--- src/rtl/alu_issue_stage_if.sv ---
// Bundle between the decode/issue stage and its surroundings: instruction and
// register-file inputs, pipeline controls, and the registered ID/EX slot outputs.
interface alu_issue_stage_if;
  logic [31:0] Instruction;
  logic        InstrValid;
  logic [31:0] ReadData1;
  logic [31:0] ReadData2;
  logic [31:0] PCPlus4;
  logic        Stall;
  logic        Flush;
  logic        HazardStall;
  logic [5:0]  ALUOpcode;
  logic        ALURType;
  logic [31:0] ALUA;
  logic [31:0] ALUB;
  logic [4:0]  DestReg;
  logic        RegWrite;
  logic        MemRead;
  logic        MemWrite;
  logic [1:0]  MemSize;
  logic [31:0] LinkAddr;
  logic        OutValid;
  logic        IllegalInstr;

  modport slave (
    input  Instruction, InstrValid, ReadData1, ReadData2, PCPlus4, Stall, Flush,
    output HazardStall, ALUOpcode, ALURType, ALUA, ALUB, DestReg, RegWrite,
           MemRead, MemWrite, MemSize, LinkAddr, OutValid, IllegalInstr
  );

  modport master (
    output Instruction, InstrValid, ReadData1, ReadData2, PCPlus4, Stall, Flush,
    input  HazardStall, ALUOpcode, ALURType, ALUA, ALUB, DestReg, RegWrite,
           MemRead, MemWrite, MemSize, LinkAddr, OutValid, IllegalInstr
  );
endinterface

--- src/rtl/alu_issue_stage.sv ---
// MIPS decode/issue stage: decodes the instruction, selects ALU operands and
// registers them into the ID/EX slot, with load-use bubble insertion.
module alu_issue_stage #(
  parameter logic [4:0] LINK_REG = 5'd31
) (
  input logic          Clk,
  input logic          Reset,
  alu_issue_stage_if.slave bus
);
  localparam logic [5:0] OP_RTYPE  = 6'b000000;
  localparam logic [5:0] OP_REGIMM = 6'b000001;
  localparam logic [5:0] OP_J      = 6'b000010;
  localparam logic [5:0] OP_JAL    = 6'b000011;
  localparam logic [5:0] OP_BEQ    = 6'b000100;
  localparam logic [5:0] OP_BNE    = 6'b000101;
  localparam logic [5:0] OP_BLEZ   = 6'b000110;
  localparam logic [5:0] OP_BGTZ   = 6'b000111;
  localparam logic [5:0] OP_ADDI   = 6'b001000;
  localparam logic [5:0] OP_SLTI   = 6'b001010;
  localparam logic [5:0] OP_ANDI   = 6'b001100;
  localparam logic [5:0] OP_ORI    = 6'b001101;
  localparam logic [5:0] OP_XORI   = 6'b001110;
  localparam logic [5:0] OP_MUL    = 6'b011100;
  localparam logic [5:0] OP_LB     = 6'b100000;
  localparam logic [5:0] OP_LH     = 6'b100001;
  localparam logic [5:0] OP_LW     = 6'b100011;
  localparam logic [5:0] OP_SB     = 6'b101000;
  localparam logic [5:0] OP_SH     = 6'b101001;
  localparam logic [5:0] OP_SW     = 6'b101011;

  localparam logic [5:0] F_SLL = 6'b000000;
  localparam logic [5:0] F_SRL = 6'b000010;
  localparam logic [5:0] F_JR  = 6'b001000;
  localparam logic [5:0] F_ADD = 6'b100000;
  localparam logic [5:0] F_SUB = 6'b100010;
  localparam logic [5:0] F_AND = 6'b100100;
  localparam logic [5:0] F_OR  = 6'b100101;
  localparam logic [5:0] F_XOR = 6'b100110;
  localparam logic [5:0] F_NOR = 6'b100111;
  localparam logic [5:0] F_SLT = 6'b101010;
  localparam logic [5:0] F_MUL = 6'b000010;

  logic [5:0]  op, funct;
  logic [4:0]  rs, rt, rd, shamt;
  logic [15:0] imm;
  logic [31:0] imm_sext, imm_zext;

  assign op       = bus.Instruction[31:26];
  assign rs       = bus.Instruction[25:21];
  assign rt       = bus.Instruction[20:16];
  assign rd       = bus.Instruction[15:11];
  assign shamt    = bus.Instruction[10:6];
  assign funct    = bus.Instruction[5:0];
  assign imm      = bus.Instruction[15:0];
  assign imm_sext = {{16{imm[15]}}, imm};
  assign imm_zext = {16'd0, imm};

  logic        legal, d_rtype, d_wr, d_mrd, d_mwr, rs_used, rt_used;
  logic [5:0]  d_opc;
  logic [31:0] d_a, d_b;
  logic [4:0]  d_dest;
  logic [1:0]  d_msize;

  always_comb begin
    legal   = 1'b1;
    d_rtype = 1'b0;
    d_opc   = op;
    d_a     = bus.ReadData1;
    d_b     = 32'd0;
    d_dest  = 5'd0;
    d_wr    = 1'b0;
    d_mrd   = 1'b0;
    d_mwr   = 1'b0;
    d_msize = 2'd0;
    rs_used = 1'b1;
    rt_used = 1'b0;
    case (op)
      OP_RTYPE: begin
        d_rtype = 1'b1;
        d_opc   = funct;
        d_b     = bus.ReadData2;
        d_dest  = rd;
        d_wr    = 1'b1;
        rt_used = 1'b1;
        case (funct)
          F_ADD, F_SUB, F_AND, F_OR, F_NOR, F_XOR, F_SLT: legal = 1'b1;
          F_SLL, F_SRL: d_a = {27'd0, shamt};
          F_JR:    d_wr  = 1'b0;
          default: legal = 1'b0;
        endcase
      end
      OP_REGIMM: begin
        // bgez keeps opcode 000001; bltz is encoded as opcode 0 with RType=0
        if (rt == 5'd1)      d_opc = 6'b000001;
        else if (rt == 5'd0) d_opc = 6'b000000;
        else                 legal = 1'b0;
      end
      OP_MUL: begin
        legal   = (funct == F_MUL);
        d_b     = bus.ReadData2;
        d_dest  = rd;
        d_wr    = 1'b1;
        rt_used = 1'b1;
      end
      OP_ADDI, OP_SLTI: begin
        d_b    = imm_sext;
        d_dest = rt;
        d_wr   = 1'b1;
      end
      OP_ANDI, OP_ORI, OP_XORI: begin
        d_b    = imm_zext;
        d_dest = rt;
        d_wr   = 1'b1;
      end
      OP_BEQ, OP_BNE: begin
        d_b     = bus.ReadData2;
        rt_used = 1'b1;
      end
      OP_BLEZ, OP_BGTZ, OP_J: begin
        if (op == OP_J) begin
          d_a     = 32'd0;
          rs_used = 1'b0;
        end
      end
      OP_JAL: begin
        d_a     = 32'd0;
        rs_used = 1'b0;
        d_dest  = LINK_REG;
        d_wr    = 1'b1;
      end
      OP_LB, OP_LH, OP_LW: begin
        d_b     = imm_sext;
        d_dest  = rt;
        d_wr    = 1'b1;
        d_mrd   = 1'b1;
        d_msize = (op == OP_LW) ? 2'd2 : (op == OP_LH) ? 2'd1 : 2'd0;
      end
      OP_SB, OP_SH, OP_SW: begin
        d_b     = imm_sext;
        d_mwr   = 1'b1;
        rt_used = 1'b1;
        d_msize = (op == OP_SW) ? 2'd2 : (op == OP_SH) ? 2'd1 : 2'd0;
      end
      default: legal = 1'b0;
    endcase
    if (d_dest == 5'd0) d_wr = 1'b0;
  end

  logic slot_load, hazard_raw, do_issue, do_illegal;

  assign slot_load  = bus.OutValid & bus.MemRead & bus.RegWrite & (bus.DestReg != 5'd0);
  assign hazard_raw = slot_load & bus.InstrValid &
                      ((rs_used & (rs == bus.DestReg)) | (rt_used & (rt == bus.DestReg)));
  assign bus.HazardStall = hazard_raw & ~bus.Stall;

  // Stall does not appear here: when it wins, the slot simply does not load.
  assign do_issue   = ~Reset & ~bus.Flush & ~hazard_raw & bus.InstrValid & legal;
  assign do_illegal = ~Reset & ~bus.Flush & ~hazard_raw & bus.InstrValid & ~legal;

  always_ff @(posedge Clk) begin
    if (Reset || bus.Flush || !bus.Stall) begin
      bus.ALUOpcode    <= do_issue ? d_opc   : 6'd0;
      bus.ALURType     <= do_issue ? d_rtype : 1'b1;
      bus.ALUA         <= do_issue ? d_a     : 32'd0;
      bus.ALUB         <= do_issue ? d_b     : 32'd0;
      bus.DestReg      <= do_issue ? d_dest  : 5'd0;
      bus.RegWrite     <= do_issue & d_wr;
      bus.MemRead      <= do_issue & d_mrd;
      bus.MemWrite     <= do_issue & d_mwr;
      bus.MemSize      <= do_issue ? d_msize : 2'd0;
      bus.LinkAddr     <= do_issue ? bus.PCPlus4 : 32'd0;
      bus.OutValid     <= do_issue;
      bus.IllegalInstr <= do_illegal;
    end
  end
endmodule

--- src/flat_wrapper.sv ---
// flat-port wrapper written by rule: the top's interface ports become plain ports
module alu_issue_stage_flat 
#(
  parameter logic [4:0] LINK_REG = 5'd31
)
  (Clk, Reset, bus_Instruction, bus_InstrValid, bus_ReadData1, bus_ReadData2, bus_PCPlus4, bus_Stall, bus_Flush, bus_HazardStall, bus_ALUOpcode, bus_ALURType, bus_ALUA, bus_ALUB, bus_DestReg, bus_RegWrite, bus_MemRead, bus_MemWrite, bus_MemSize, bus_LinkAddr, bus_OutValid, bus_IllegalInstr);
  alu_issue_stage_if bus_i ();
  input logic Clk;
  input logic Reset;
  input wire logic [$bits(bus_i.Instruction)-1:0] bus_Instruction;
  input wire logic [$bits(bus_i.InstrValid)-1:0] bus_InstrValid;
  input wire logic [$bits(bus_i.ReadData1)-1:0] bus_ReadData1;
  input wire logic [$bits(bus_i.ReadData2)-1:0] bus_ReadData2;
  input wire logic [$bits(bus_i.PCPlus4)-1:0] bus_PCPlus4;
  input wire logic [$bits(bus_i.Stall)-1:0] bus_Stall;
  input wire logic [$bits(bus_i.Flush)-1:0] bus_Flush;
  output wire logic [$bits(bus_i.HazardStall)-1:0] bus_HazardStall;
  output wire logic [$bits(bus_i.ALUOpcode)-1:0] bus_ALUOpcode;
  output wire logic [$bits(bus_i.ALURType)-1:0] bus_ALURType;
  output wire logic [$bits(bus_i.ALUA)-1:0] bus_ALUA;
  output wire logic [$bits(bus_i.ALUB)-1:0] bus_ALUB;
  output wire logic [$bits(bus_i.DestReg)-1:0] bus_DestReg;
  output wire logic [$bits(bus_i.RegWrite)-1:0] bus_RegWrite;
  output wire logic [$bits(bus_i.MemRead)-1:0] bus_MemRead;
  output wire logic [$bits(bus_i.MemWrite)-1:0] bus_MemWrite;
  output wire logic [$bits(bus_i.MemSize)-1:0] bus_MemSize;
  output wire logic [$bits(bus_i.LinkAddr)-1:0] bus_LinkAddr;
  output wire logic [$bits(bus_i.OutValid)-1:0] bus_OutValid;
  output wire logic [$bits(bus_i.IllegalInstr)-1:0] bus_IllegalInstr;
  assign bus_i.Instruction = bus_Instruction;
  assign bus_i.InstrValid = bus_InstrValid;
  assign bus_i.ReadData1 = bus_ReadData1;
  assign bus_i.ReadData2 = bus_ReadData2;
  assign bus_i.PCPlus4 = bus_PCPlus4;
  assign bus_i.Stall = bus_Stall;
  assign bus_i.Flush = bus_Flush;
  assign bus_HazardStall = bus_i.HazardStall;
  assign bus_ALUOpcode = bus_i.ALUOpcode;
  assign bus_ALURType = bus_i.ALURType;
  assign bus_ALUA = bus_i.ALUA;
  assign bus_ALUB = bus_i.ALUB;
  assign bus_DestReg = bus_i.DestReg;
  assign bus_RegWrite = bus_i.RegWrite;
  assign bus_MemRead = bus_i.MemRead;
  assign bus_MemWrite = bus_i.MemWrite;
  assign bus_MemSize = bus_i.MemSize;
  assign bus_LinkAddr = bus_i.LinkAddr;
  assign bus_OutValid = bus_i.OutValid;
  assign bus_IllegalInstr = bus_i.IllegalInstr;
  alu_issue_stage #(.LINK_REG(LINK_REG)) u_core (.Clk(Clk), .Reset(Reset), .bus(bus_i));
endmodule
--- config.mk ---
export PLATFORM = sky130hd
export DESIGN_NAME = alu_issue_stage_flat
export DESIGN_NICKNAME = d
export VERILOG_FILES = /design/src/rtl/alu_issue_stage_if.sv /design/src/rtl/alu_issue_stage.sv /design/src/flat_wrapper.sv
export SDC_FILE = /design/constraint.sdc
export NUM_CORES = 1
export LEC_CHECK = 0
export CAP_MARGIN = 20
export CORE_MARGIN = 3
export CORE_UTILIZATION = 44
export DETAILED_ROUTE_END_ITERATION = 10
export GPL_TIMING_DRIVEN = 1
export PLACE_DENSITY = 0.86
export SETUP_SLACK_MARGIN = 0.02
export SKIP_CTS_REPAIR_TIMING = 1
export SLEW_MARGIN = 30
export SYNTH_ARGS = -nofsm -noshare
export SYNTH_HDL_FRONTEND = slang
export SYNTH_SLANG_ARGS = --single-unit
--- constraint.sdc ---
create_clock -name Clk -period 8.64 [get_ports Clk]
set_clock_uncertainty 0.05 [all_clocks]
set_input_delay 1.296 -clock Clk [delete_from_list [all_inputs] [get_ports Clk]]
set_output_delay 1.296 -clock Clk [all_outputs]
set_load 0.01 [all_outputs]
==> summary.txt, run 1 <==
Routing
  – Vias per cell: 5.454
  – Drc violations: 0
  – Remaining antenna violation count: 0
  – Routed wire length per instance: 20.30 um
  – Detailed Routing Iterations Pass 1: 5
  – Final WL: 16,430 um
  – Iteration-0 DRC count of the detailed router: 475
  – Routed via count: 4,412

Placement
  – PortBufs: 248
  – GPL Wtd Cong: 0.8939
  – Post-DP HPWL: 11,760 um

Clock tree
  – Clk Latency, worst-skew pair: 390 ps
  – TritonCTS clock tree: built
  – H-tree levels: 4
  – Num CTS Buffers: 17
  – Root Driver: clkbuf_16
  – Clock slew at the register clock pins of the worst setup and hold paths: 60 ps
  – Sink Count: 115
  – Worst-case clock buffer depth: 2

Critical path
  – CP Buf/Inv Count: 2
  – Critical path cell sequence: clkdlybuf4s50_1 > nor4_4 > nand2_1 > and3_1 > a21oi_1 > nor3b_1 > clkdlybuf4s50_1
  – Worst path max stage delay: 850 ps
  – Crit Path Max Fanout: 20
  – Crit path kind: input pin to output port
  – Worst Path Arrival: 3820 ps
  – Cell mode on critical path: clkdlybuf4s50_1
  – Critical Path RT: 7290 ps
  – Delay-heaviest family, CP: buffers and inverters
  – Kind of end point of the critical path: output port
  – CP max stage cell: clkdlybuf4s50_1
  – CP Launch Type: input pin

Global routing
  – Total GRT Usage: 0.2451
  – Largest net degree at the start of global routing: 76
  – Remaining global-route overflow: 0
  – Initial antenna violation count: 0
  – Vias in the first global route: 4,425
  – First-pass GRT wire length: 24,540 um

Min path
  – Hold WC Path Type: flop to flop

Yosys
  – Post-Syn Instances: 409
  – Cell variety after synth: 47
  – Synthesis-stage register bit count: 115
  – Register area share after synthesis: 0.6631
  – Syn Area/Cell: 12.73 um^2
  – Synth Flop Type: edfxtp_1
  – Asr flop ratio synth: 0
  – Yosys warns: 0
  – Post-synth EDFFs: 115
  – Mapped Area: 5207 um^2
  – Syn nets: 542

Timing
  – Period utilization: 0.5984
  – Slew Limit Headroom: 0.4265
  – Setup Viol. Count Final: 0
  – RSZ-0062 raised after global routing: no
  – Max Transition Viols Final: 0
  – Worst Tran Pin Value: 857.5 ps
  – Final Hold Viols: 0
  – Crit path time final: 5170 ps
  – Fmax: 0.1934 GHz
  – Setup_tns: 0 ps

Layout
  – Layout Utilization: 0.7275
  – Most frequent cells in the layout: clkdlybuf4s50_1 (248), edfxtp_1 (115), nor2_1 (45), and2_1 (34), and3_1 (29)
  – Antenna diode count: 0
  – Multi-input gate area: 1604 um^2
  – Commonest non-fill, non-tap cell in the layout: clkdlybuf4s50_1
  – Area delta synth->final: 60.88%
  – Reg area: 3453 um^2
  – Fin nets: 786
  – # fillers: 779
  – Fraction of layout cells with a size suffix above 1: 0.06456

Die
  – Ports: 249
  – Die outline height: 114.8 um
  – Initial Util: 0.4522
  – Rows: 39
  – Core Footprint: 11,520 um^2
  – Chip width: 114.8 um
  – Die Footprint: 13,180 um^2

Outcome
  – Status: complete, no violations

Pwr
  – Maximum vdd drop: 0.1104 mV
  – PwrDens: 182.0 nW/um^2
  – P_leak: 3.156 nW
  – Pwr Total: 0.001525 W

Flow run
  – Max-Cap Viols: 0
[cells by family after synthesis]
family | Yosys count | share of synthesized area
flops | 115 | 0.6631
mux | 2 | 0.004084
simple gates | 178 | 0.1804
buf+inv | 30 | 0.03484
compound gates | 73 | 0.09899
xor+xnor | 11 | 0.01850
[registers in the layout, indices dropped and copies added (netlist names)]
signal                   count
u_core.bus.ALUA             32
u_core.bus.ALUB             32
u_core.bus.LinkAddr         32
u_core.bus.ALUOpcode         6
u_core.bus.DestReg           5
u_core.bus.MemSize           2
u_core.bus.ALURType          1
u_core.bus.IllegalInstr      1
u_core.bus.MemRead           1
u_core.bus.MemWrite          1
u_core.bus.OutValid          1
u_core.bus.RegWrite          1
[final cells by class]
type / count / share of cell area
inverter: 3 / 0.001493
timing repair buffer: 252 / 0.3047
clock inverter: 11 / 0.01628
clock buffer: 21 / 0.05257
sequential: 115 / 0.4122
multi-input combinational: 264 / 0.1915
tap: 143 / 0.02136
[synth_stat cells, types with 4 or more instances]
cell type  number  area share
clkbuf_1        8      0.0058
nand2_1        27       0.019
nor2_1         45       0.032
edfxtp_1      115        0.66
buf_6           5       0.011
a22oi_1        21       0.030
nor3b_1         4      0.0058
and2_1         34       0.041
nand3_1         6      0.0058
a21oi_1        28       0.027
nand2b_1        4      0.0048
buf_4           5      0.0072
nor3_1         13       0.012
a221oi_1        4      0.0067
and3_1         29       0.035
buf_2           9      0.0086
xor2_1          8       0.013
o21ai_0         5      0.0048
[routing by layer]
layer  part of all wire  track usage  wire (um)  vias to the layer above
met4              0.019      0.08138        317                        0
met5                  0            0          0                        -
met1               0.37       0.2831       6016                     2106
li1                   -            -          -                     2019
met2               0.53       0.4451       8720                      262
met3              0.084      0.06105       1372                       25
[power by group]
group          switching [W]  internal (W)  total [W]
registers         0.00000940      0.000638   0.000648
logic              0.0000782      0.000112   0.000191
clock network       0.000236      0.000450   0.000686
[metrics by stage]
stage	setup WS [ps]	instance area, um^2	std cells	hold slack (ps)
global route	3275	8378	809	1092
CTS	3569	8343	808	1007
floorplan	4248	5207	409	963.6
detailed placement	3577	7766	776	974.5
global placement	3249	7739	775	998.0
finish	3470	8378	809	1003
[worst register-to-register path, stage by stage (launching register included)]
cell and delay, ps:
edfxtp_1 470, xor2_1 200, nor3_1 300, a41o_1 230
a31o_2 170, o21bai_4 330, clkinv_2 740, and3_1 450
[final timing paths]
path,startpoint,endpoint,slack [ps],depth (start not counted)
setup / recovery,bus_Instruction[30],bus_HazardStall,3470,7
hold / removal,u_core.bus.MemRead,u_core.bus.MemWrite,1000,4
setup reg to reg,u_core.bus.DestReg[2],u_core.bus.ALUA[16],5450,7
hold reg to reg,u_core.bus.MemRead,u_core.bus.MemWrite,1000,4
No activity file was read; power rests on OpenSTA's default activity.
==> inputs of run 2 (changes only) <==
--- a/config.mk
+++ b/config.mk
@@ -7,10 +7,10 @@
 export LEC_CHECK = 0
 export CAP_MARGIN = 20
 export CORE_MARGIN = 3
-export CORE_UTILIZATION = 44
+export CORE_UTILIZATION = 37
 export DETAILED_ROUTE_END_ITERATION = 10
 export GPL_TIMING_DRIVEN = 1
-export PLACE_DENSITY = 0.86
+export PLACE_DENSITY = 0.77
 export SETUP_SLACK_MARGIN = 0.02
 export SKIP_CTS_REPAIR_TIMING = 1
 export SLEW_MARGIN = 30
==> constraint.sdc (replaced) <==
create_clock -name Clk -period 4.3 [get_ports Clk]
set_clock_uncertainty 0.05 [all_clocks]
set_input_delay 0.645 -clock Clk [delete_from_list [all_inputs] [get_ports Clk]]
set_output_delay 0.645 -clock Clk [all_outputs]
set_load 0.01 [all_outputs]
==> run 2 against run 1 <==
Effect of this change:
- register-to-register slack lost 4000 ps
- cell count grew 4.3%
- clock power grew 120%
==> summary.txt, run 2 (synthesis results as in run 1) <==
Outcome
  – Status: complete, no violations

Routing
  – Vias per cell: 5.126 (-6.0%)
  – Remaining antenna violation count: 0 (unchanged)
  – Routed via count: 4,326 (-1.9%)
  – Routed wire length per instance: 18.11 um (-11%)
  – Detailed Routing Iterations Pass 1: 5 (unchanged)
  – Drc violations: 0 (unchanged)
  – Final WL: 15,280 um (-7.0%)
  – Iteration-0 DRC count of the detailed router: 305 (-36%)

Placement
  – PortBufs: 248 (unchanged)
  – GPL Wtd Cong: 0.8468 (-5.3%)
  – Post-DP HPWL: 10,990 um (-6.5%)
  – Dpl cells: 812 (+4.6%)
  – Cell Area, Placed: 7810 um^2 (+0.56%)
  – Post-place setup slack: 569.5 ps (-3008 ps)

Pwr
  – Maximum vdd drop: 0.2258 mV (+100%)
  – P_leak: 3.164 nW (+0.26%)
  – PwrDens: 375.3 nW/um^2 (+110%)

Critical path
  – Delay-heaviest family, CP: buffers and inverters
  – CP max stage cell: clkdlybuf4s50_1
  – Worst Path Arrival: 2980 ps (-840 ps)
  – R2R Path Start: u_core.bus.DestReg[2]
  – Depth of the most critical reg-to-reg path: 7 (unchanged)
  – Crit Path Max Fanout: 13 (-35%)
  – Cell mode on critical path: clkdlybuf4s50_1
  – R2r setup slk: 1440 ps (-4010 ps)
  – CP Buf/Inv Count: 2 (unchanged)
  – Kind of end point of the critical path: output port
  – Critical Path RT: 3610 ps (-3680 ps)
  – Critical path cell sequence: clkdlybuf4s50_1 > nor4_4 > nand2_1 > and3_1 > a21oi_1 > nor3b_1 > clkdlybuf4s50_1
  – Setup crit start: bus_Instruction[30]
  – Worst path max stage delay: 720 ps (-130 ps)
  – CP Launch Type: input pin
  – R2r endpoint: u_core.bus.ALUA[7]
  – Critical Path Sink: bus_HazardStall
  – Worst path depth: 7 (unchanged)
  – Crit path kind: input pin to output port

Timing
  – Fmax: 0.2721 GHz
  – Max Transition Viols Final: 0 (unchanged)
  – Worst setup margin: 624.6 ps (-2845 ps)
  – Worst Tran Pin Value: 813.3 ps (-44.28 ps)
  – Setup Viol. Count Final: 0 (unchanged)
  – Setup_tns: 0 ps (unchanged)
  – RSZ-0062 raised after global routing: no
  – Final Hold Viols: 0 (unchanged)
  – Crit path time final: 3675 ps
  – Slew Limit Headroom: 0.4578 (+0.03131)
  – Period utilization: 0.8547

Layout
  – Fraction of layout cells with a size suffix above 1: 0.07485 (+0.01029)
  – Finished Cell Area: 8456 um^2 (+0.93%)
  – Commonest non-fill, non-tap cell in the layout: clkdlybuf4s50_1
  – Most frequent cells in the layout: clkdlybuf4s50_1 (248), edfxtp_1 (115), nor2_1 (45), and2_1 (34), and3_1 (29)
  – Antenna diode count: 0 (unchanged)
  – Area delta synth->final: 62.37%
  – Non-Filler Instances: 844 (+4.3%)
  – Fin nets: 788 (+0.25%)
  – Biggest regs: u_core.bus.ALUA: 32 flops, u_core.bus.ALUB: 32 flops, u_core.bus.LinkAddr: 32 flops

Clock tree
  – Worst-case clock buffer depth: 2 (unchanged)
  – Clk Latency, worst-skew pair: 400 ps (about the same)
  – Clock slew at the register clock pins of the worst setup and hold paths: 60 ps (about the same)
  – Sink Count: 115 (unchanged)
  – H-tree levels: 4 (unchanged)
  – Root Driver: clkbuf_16
  – Num CTS Buffers: 17 (unchanged)
  – TritonCTS clock tree: built

Min path
  – Min-delay src: bus_PCPlus4[29]
  – Hold WC Path Type: input pin to flop

Flow run
  – Max-Cap Viols: 0 (unchanged)

Global routing
  – Largest net degree at the start of global routing: 74 (-2.6%)
  – Total GRT Usage: 0.1923 (-0.05275)
  – First-pass GRT wire length: 23,410 um (-4.6%)
  – Vias in the first global route: 4,258 (-3.8%)
  – Remaining global-route overflow: 0 (unchanged)
  – Initial antenna violation count: 0 (unchanged)

Die
  – Initial Util: 0.3856 (-0.06661)
  – Core Footprint: 13,510 um^2 (+17%)
  – Die outline height: 124.6 um (+8.6%)
  – Chip width: 124.6 um (+8.6%)
  – Rows: 42 (+7.7%)
  – Die Footprint: 15,530 um^2 (+18%)
  – Ports: 249 (unchanged)
## run 2: cell types whose count changed in the layout (fill, tap and decap cells not counted), sizes merged
cell / delta
buf: +2
clkinv: -2
clkbuf: -4
inv: +4
clkinvlp: +1
bufinv: +1
## run 2: how the worst min path moves through the flow
| stage | end | slack, ps | cells past startpoint |
|---|---|---|---|
| after detailed placement | u_core.bus.MemWrite | 1010 | 4 |
| after floorplan | u_core.bus.LinkAddr[0] | 790 | 1 |
| final | u_core.bus.LinkAddr[29] | 840 | 2 |
| after global routing | u_core.bus.LinkAddr[29] | 840 | 2 |
| after global placement | u_core.bus.MemWrite | 1040 | 4 |
| after CTS | u_core.bus.LinkAddr[29] | 830 | 2 |
## run 2: area by class of cell
type,instances,area [um^2]
clock buffer,17,425.4
clock inverter,15,203.9
fill,1041,5050
inverter,3,12.51
multi-input combinational,264,1613
sequential,115,3453
tap,176,220.2
timing repair buffer,254,2527
## run 2: metrics by stage
step | util | hold slack, ps | total power (W)
floorplan | - | 793.2 | 0.001444
global placement | 0.5783 | 1043 | 0.001696
detailed placement | 0.5783 | 1013 | 0.001700
CTS | 0.6249 | 826.5 | 0.003201
global route | 0.6261 | 836.9 | 0.003288
finish | 0.6261 | 842.2 | 0.003173
## run 2: worst register-to-register path: cells and delay by family, from the launching register on
| kind | cells | cell delay, ps |
|---|---|---|
| buf+inv | 1 | 530 |
| simple gates | 2 | 800 |
| compound gates | 3 | 560 |
| xor+xnor | 1 | 210 |
| flops | 1 | 480 |
## run 2: power by group
group | switching [W] | total [W] | internal (W)
registers | 0.0000182 | 0.00130 | 0.00128
clock network | 0.000518 | 0.00149 | 0.000975
logic | 0.000155 | 0.000380 | 0.000225
## run 2: routing by layer
metal	track usage	share of wire	vias to the layer above
met3	0.05703	0.082	24
li1	-	-	2037
met4	0.06125	0.018	0
met1	0.2372	0.39	2023
met2	0.3247	0.51	242
met5	0	0	-
